===== src/rtl/sink_ctrl_pkg.sv =====
// Shared types and sizing helpers for the sink RAM capture controller.
`default_nettype none

package sink_ctrl_pkg;

  localparam int DEF_ADDR_W = 8;
  localparam int DEF_DATA_W = 8;

  typedef enum logic [1:0] {
    ST_IDLE    = 2'd0,
    ST_SKIP    = 2'd1,
    ST_CAPTURE = 2'd2,
    ST_DONE    = 2'd3
  } state_e;

  // Ceiling log2; clog2(1) = 0.
  function automatic int clog2(input int value);
    int result;
    int v;
    result = 0;
    v = value - 1;
    while (v > 0) begin
      result = result + 1;
      v = v >> 1;
    end
    return result;
  endfunction

endpackage

`default_nettype wire


===== src/rtl/sink_capture_ctrl.sv =====
// Restartable frame capture into the sink RAM: drops SKIP leading beats, writes
// FRAME_LEN bytes from address 0, and lends the RAM port to host reads when idle.
`default_nettype none

module sink_capture_ctrl
  import sink_ctrl_pkg::*;
#(
  parameter int ADDR_W    = DEF_ADDR_W,
  parameter int DATA_W    = DEF_DATA_W,
  parameter int FRAME_LEN = 11,
  parameter int SKIP      = 3
) (
  input  logic              clk,
  input  logic              reset,
  input  logic              start,
  input  logic [DATA_W-1:0] data_in,
  input  logic              data_valid,
  input  logic              rd_req,
  input  logic [ADDR_W-1:0] rd_addr,
  output logic              rd_ready,
  output logic [DATA_W-1:0] rd_data,
  output logic              rd_valid,
  output logic [ADDR_W-1:0] ram_address,
  output logic [DATA_W-1:0] ram_data,
  output logic              ram_wren,
  input  logic [DATA_W-1:0] ram_q,
  output logic              busy,
  output logic              done,
  output logic [ADDR_W:0]   wr_count,
  output logic              start_err
);

  localparam int                SKIP_W      = (clog2(SKIP + 1) > 0) ? clog2(SKIP + 1) : 1;
  localparam logic [SKIP_W-1:0] SKIP_LAST   = SKIP_W'((SKIP > 0) ? SKIP - 1 : 0);
  localparam logic [ADDR_W-1:0] LAST_ADDR   = ADDR_W'(FRAME_LEN - 1);
  localparam state_e            ENTRY_STATE = (SKIP > 0) ? ST_SKIP : ST_CAPTURE;

  state_e              state_q,     state_d;
  logic [ADDR_W-1:0]   wr_ptr_q,    wr_ptr_d;
  logic [SKIP_W-1:0]   skip_cnt_q,  skip_cnt_d;
  logic [ADDR_W:0]     wr_count_q,  wr_count_d;
  logic                rd_valid_q,  rd_valid_d;
  logic                start_err_q, start_err_d;

  logic                host_slot;
  logic                cap_write;

  // The RAM port belongs to the host only while no frame is in flight.
  assign host_slot = (state_q == ST_IDLE) || (state_q == ST_DONE);
  assign cap_write = (state_q == ST_CAPTURE) && data_valid;

  always_comb begin
    state_d     = state_q;
    wr_ptr_d    = wr_ptr_q;
    skip_cnt_d  = skip_cnt_q;
    wr_count_d  = wr_count_q;
    start_err_d = 1'b0;
    rd_valid_d  = rd_req && host_slot;

    unique case (state_q)
      ST_IDLE, ST_DONE: begin
        if (start) begin
          state_d    = ENTRY_STATE;
          wr_ptr_d   = '0;
          skip_cnt_d = '0;
          wr_count_d = '0;
        end
      end
      ST_SKIP: begin
        start_err_d = start;
        if (data_valid) begin
          skip_cnt_d = skip_cnt_q + SKIP_W'(1);
          if (skip_cnt_q == SKIP_LAST) begin
            state_d = ST_CAPTURE;
          end
        end
      end
      ST_CAPTURE: begin
        start_err_d = start;
        if (data_valid) begin
          // wr_ptr wraps to 0 naturally when FRAME_LEN fills the address space.
          wr_ptr_d   = wr_ptr_q + ADDR_W'(1);
          wr_count_d = wr_count_q + (ADDR_W + 1)'(1);
          if (wr_ptr_q == LAST_ADDR) begin
            state_d = ST_DONE;
          end
        end
      end
      default: begin
        state_d = ST_IDLE;
      end
    endcase
  end

  always_ff @(posedge clk or posedge reset) begin
    if (reset) begin
      state_q     <= ST_IDLE;
      wr_ptr_q    <= '0;
      skip_cnt_q  <= '0;
      wr_count_q  <= '0;
      rd_valid_q  <= 1'b0;
      start_err_q <= 1'b0;
    end else begin
      state_q     <= state_d;
      wr_ptr_q    <= wr_ptr_d;
      skip_cnt_q  <= skip_cnt_d;
      wr_count_q  <= wr_count_d;
      rd_valid_q  <= rd_valid_d;
      start_err_q <= start_err_d;
    end
  end

  // Capture and host grant are state-exclusive; capture is listed first anyway.
  always_comb begin
    ram_wren    = 1'b0;
    ram_address = '0;
    ram_data    = '0;
    if (cap_write) begin
      ram_wren    = 1'b1;
      ram_address = wr_ptr_q;
      ram_data    = data_in;
    end else if (rd_req && host_slot) begin
      ram_address = rd_addr;
    end
  end

  assign rd_ready  = rd_req && host_slot;
  assign rd_data   = ram_q;
  assign rd_valid  = rd_valid_q;
  assign busy      = (state_q == ST_SKIP) || (state_q == ST_CAPTURE);
  assign done      = (state_q == ST_DONE);
  assign wr_count  = wr_count_q;
  assign start_err = start_err_q;

endmodule

`default_nettype wire


===== config.mk =====
export PLATFORM = sky130hd
export DESIGN_NAME = sink_capture_ctrl
export DESIGN_NICKNAME = d
export VERILOG_FILES = /design/src/rtl/sink_ctrl_pkg.sv /design/src/rtl/sink_capture_ctrl.sv
export SDC_FILE = /design/constraint.sdc
export NUM_CORES = 1
export LEC_CHECK = 0
export ABC_AREA = 1
export BUFFER_PORTS_ARGS = -buffer_cell sky130_fd_sc_hd__buf_2
export CAP_MARGIN = 20
export CORE_ASPECT_RATIO = 0.6
export CORE_MARGIN = 4
export CORE_UTILIZATION = 51
export DETAILED_ROUTE_END_ITERATION = 7
export PLACE_DENSITY = 0.93
export SLEW_MARGIN = 25
export SYNTH_ARGS = -nofsm -noshare
export SYNTH_HDL_FRONTEND = slang
export SYNTH_SLANG_ARGS = --single-unit

===== constraint.sdc =====
create_clock -name clk -period 5.3 [get_ports clk]
set_input_delay 1.59 -clock clk [delete_from_list [all_inputs] [get_ports clk]]
set_output_delay 1.59 -clock clk [all_outputs]
set_load 0.03 [all_outputs]

* Word-level counts from Yosys, hierarchy flattened *
Index checks and enable logic that the tools add are counted.

cells by class
  $add $sub $neg = 3
  equal/unequal tests = 10
  muxes and demuxes = 20
  reductions and logical operators = 12

operators with widths
  kind                                                                    number
  8-bit 2-to-1 mux                                                        5
  9-bit 2-to-1 mux                                                        2
  9-bit case mux with 2 select lines                                      1
  8-bit case mux with 2 select lines                                      1
  2-bit 2-to-1 mux                                                        7
  2-bit != test (second input constant)                                   5
  9-bit by 1-bit adder with 9-bit output (second input constant)          1
  8-bit by 1-bit adder with 8-bit output (second input constant)          1
  8-bit by 4-bit equality test with 1-bit output (second input constant)  1
  2-bit equality test (second input constant)                             3
  2-bit case mux with 3 select lines                                      1
  3-bit AND reduction                                                     2
  5-bit AND reduction                                                     1
  2-bit case mux with 2 select lines                                      1
  2-bit nonzero test                                                      2
  2-bit OR reduction                                                      2
  2-bit by 1-bit adder with 2-bit output (second input constant)          1
  2-bit by 1-bit equality test with 1-bit output (second input constant)  1
  1-bit logical AND                                                       2
  2-bit zero test                                                         1
  1-bit logical OR                                                        2
  1-bit 2-to-1 mux                                                        2

word-level totals
  bits in registers = 23
  output and inout port bits = 39
  logic and storage cells = 51

* Depth between registers and ports, before layout *
  depth after elaboration = 5
  mapped depth = 11

* Least setup slack after synthesis *
Ideal clock, no wire load.

  kind = input port to output port
  from = input port data_valid
  to = output port ram_address[1]
  arrival = 2,545 ps
  data required time = 3,710 ps
  setup slack = 1,165 ps
  cell stages on the path = 3
  cells stage by stage = nand2_1 clkbuf_1 o21ai_0

between the ends
  longest elaborated chain between the ends = 2

ends and longest elaborated chain
  item               RTL line                  RTL
  from (decl)        sink_capture_ctrl.sv:17   input logic data_valid,
  1-bit logical AND  sink_capture_ctrl.sv:50   assign cap_write = (state_q == ST_CAPTURE) && data_valid;
  8-bit 2-to-1 mux   sink_capture_ctrl.sv:118  if (cap_write) begin
  to (decl)          sink_capture_ctrl.sv:23   output logic [ADDR_W-1:0] ram_address,

Every way passes these cells.

* Final worst setup path *
  from = input port data_valid
  to = output port ram_address[0]

Same word-level chain as after synthesis.

==> run_results.csv <==
group,metric,value,unit
outcome,status,"finished, final reports clean",
power,p_comb_frac,0.614,
layout,fillerInstances,282,
clock_network,cts_buffers,3,
power,p_seq_frac,0.258,
grt,grt_pass1_wl,6.25,mm
route,wl,3.63,mm
timing,finalWorstSetupSlack,841,ps
layout,layout_commonest_cell,"nand2_1",
worst_setup_path,cp_slowest_stage_delay,430,ps
timing,final_max_slew_viol_count,0,
die,die_area,4040,um^2
route,wire_per_inst,11.6,um
layout,insertedDiodeCount,0,
layout,drive_gt1_frac,0.228,
die,initial_core_util,0.540,
power,leakage,1.07,nW
timing,hold_viol_final,0,
synth,syn_area,1560,um^2
power,irDropWorstVdd,399,uV
clock_network,tritoncts,"yes",
synth,yosysWarnings,0,
clock_network,htreeDepth,1,
power,p_int,0.397,mW
route,via_per_inst,4.97,
placement,place_congestion,0.803,
layout,fin_cells,314,
timing,fin_tns_setup,0,ps
timing,setup_viol,0,
placement,io_buffers,51,
worst_setup_path,path_buf_inv,4,
flow_run,maxCapViolCount,0,
layout,area_delta_synth_final,16.4,%
timing,fin_crit_sh,0.841,
synth,synth_fp_nets,267,
placement,hpwl,2.84,mm
layout,fin_area,1820,um^2
grt,grt_pass1_vias,1442,
timing,rsz0062_at_grt,"false",
die,die_w,79.4,um
route,drc,0,
layout,seq_area,576,um^2
placement,pre_cts_slack,832,ps
worst_setup_path,worstPathArrival,2870,ps
grt,grt_usage,0.192,
clock_network,cts.repair.resized,0,
timing,whs,538,ps
grt,grt_max_degree,24,
route,ant_nets,0,
worst_setup_path,path_class,"in -> out",
route,initialDrtViolationCount,92,
worst_setup_path,startpoint_type,"primary input",
worst_setup_path,crit_slowest_cell,"nand2_1",
synth,avgSynthCellArea,6.78,um^2
synth,synth_cell_types,20,
clock_network,clock_latency,270,ps
worst_setup_path,cp_cell_sequence,"buf_2 > nand2_1 > inv_1 > nand2_1 > inv_1 > a21oi_1 > buf_2",
worst_setup_path,crit_fanout,22,
worst_setup_path,critPathRequiredTime,3710,ps
die,num_io_pins,68,
timing,period_needed,4460,ps
synth,syn_inst,230,
power,p_sw,0.475,mW
timing,worstMarginPinSlew,871,ps
clock_network,hold_buffers,0,
route,drt_pass1_iterations,4,
route,vias,1561,
die,num_rows,15,
layout,multiInputGateArea,747,um^2
timing,skew,4.55,ps
synth,synth-seq-cells,23,
clock_network,cts_setup_buffers,0,
clock_network,clock_sinks,23,
power,powerDensity,480,nW/um^2
worst_setup_path,end_kind,"output pin",
placement,place_inst,310,
grt,antenna_found_initial,0,
worst_setup_path,cp_top_family,"buffers and inverters",
placement,dpl_cell_area,1770,um^2
clock_network,clkTransAtPathRegs,90,ps
grt,grt-ovfl-total,0,
layout,fin_nets,310,
clock_network,ctsLongestPathBuffers,2,
min_path,min_path_type,"reg -> reg",
synth,seq_area_frac_synth,0.369,
timing,relSlewSlack,0.418,
power,p_clk_frac,0.128,
layout,final_cell_mix,"62 x nand2_1, 51 x buf_2, 35 x nor2_1",
die,core_area,2890,um^2
die,die_h,50.8,um
timing,fmax,224,MHz
clock_network,ctsRootBufferMaster,"clkbuf_8",
power,switching_share,0.544,
-- worst min-delay path: stages, from the launching register on --
cell and delay [ps]:
dfrtp_1 360, o21ai_0 70, o21ai_0 70
-- per-stage QoR --
step / total power [mW] / util
floorplan: 0.670 / -
global placement: 0.750 / 0.612
detailed placement: 0.765 / 0.612
CTS: 0.876 / 0.628
global route: 0.949 / 0.628
finish: 0.872 / 0.628
-- sequential cells by signal, indices dropped and copies added (netlist names) --
name and cells:
wr_count 9, wr_ptr_q 8, skip_cnt_q 2, state_q 2, rd_valid 1, start_err 1
-- final timing paths --
kind | cells after the start | slack [ps] | startpoint | to
worst min register to register | 2 | 540 | skip_cnt_q[1]$_DFFE_PP0P_ | skip_cnt_q[1]$_DFFE_PP0P_
worst max register to register | 8 | 3210 | state_q[0]$_DFFE_PP0P_ | wr_count[6]$_DFFE_PP0P_
max in group asynchronous | 2 | 3270 | reset | wr_ptr_q[7]$_DFFE_PP0P_
worst max-delay path | 7 | 840 | data_valid | ram_address[0]
worst min-delay path | 2 | 540 | skip_cnt_q[1]$_DFFE_PP0P_ | skip_cnt_q[1]$_DFFE_PP0P_
min in group asynchronous | 2 | 1490 | reset | wr_count[3]$_DFFE_PP0P_
-- cell type report --
type	instances	share of cell area
Sequential cell	23	0.317
Inverter	37	0.0765
Timing Repair Buffer	51	0.141
Tap cell	42	0.0289
Multi-Input combinational cell	157	0.411
Clock inverter	1	0.00276
Clock buffer	3	0.0227
-- power groups by stage --
| stage | registers (mW) | logic, mW | clock network, mW |
|---|---|---|---|
| global placement | 0.227 | 0.522 | 0 |
| global route | 0.229 | 0.596 | 0.124 |
| floorplan | 0.245 | 0.425 | 0 |
| CTS | 0.225 | 0.538 | 0.113 |
| finish | 0.225 | 0.535 | 0.111 |
| detailed placement | 0.228 | 0.537 | 0 |
-- synth_stat cells --
library cell,number,area (um^2)
inv_1,33,124
nand3b_1,1,7.51
ha_1,8,100
buf_2,1,5.00
buf_6,2,22.5
clkbuf_1,1,3.75
inv_2,3,11.3
nand3_2,1,10.0
nand2_2,2,12.5
buf_4,9,67.6
nor2_4,1,11.3
nand2_1,62,233
nor2_1,35,131
clkinv_1,1,3.75
dfrtp_1,23,576
nand3_1,18,90.1
nand4_1,4,25.0
a21oi_1,10,50.1
o21ai_0,14,70.1
o22ai_1,1,6.26
-- cell families (layout without fill, tap and decap cells) --
| kind of cell | count (synthesis) | after routing | synth area share |
|---|---|---|---|
| AOI/OAI and AO/OA | 25 | 25 | 0.0810 |
| adders and majority gates | 8 | 8 | 0.0642 |
| buffers and inverters | 50 | 92 | 0.152 |
| DFF | 23 | 23 | 0.369 |
| and+or+nand+nor | 124 | 124 | 0.334 |
-- metal layers --
layer,global-route usage,vias up,share of wire
met2,0.303,49,0.46
met1,0.274,720,0.48
met5,0,-,0
met4,0.0286,0,0.0017
met3,0.0493,2,0.066
li1,-,790,-
No activity file was read; power rests on OpenSTA's default activity.
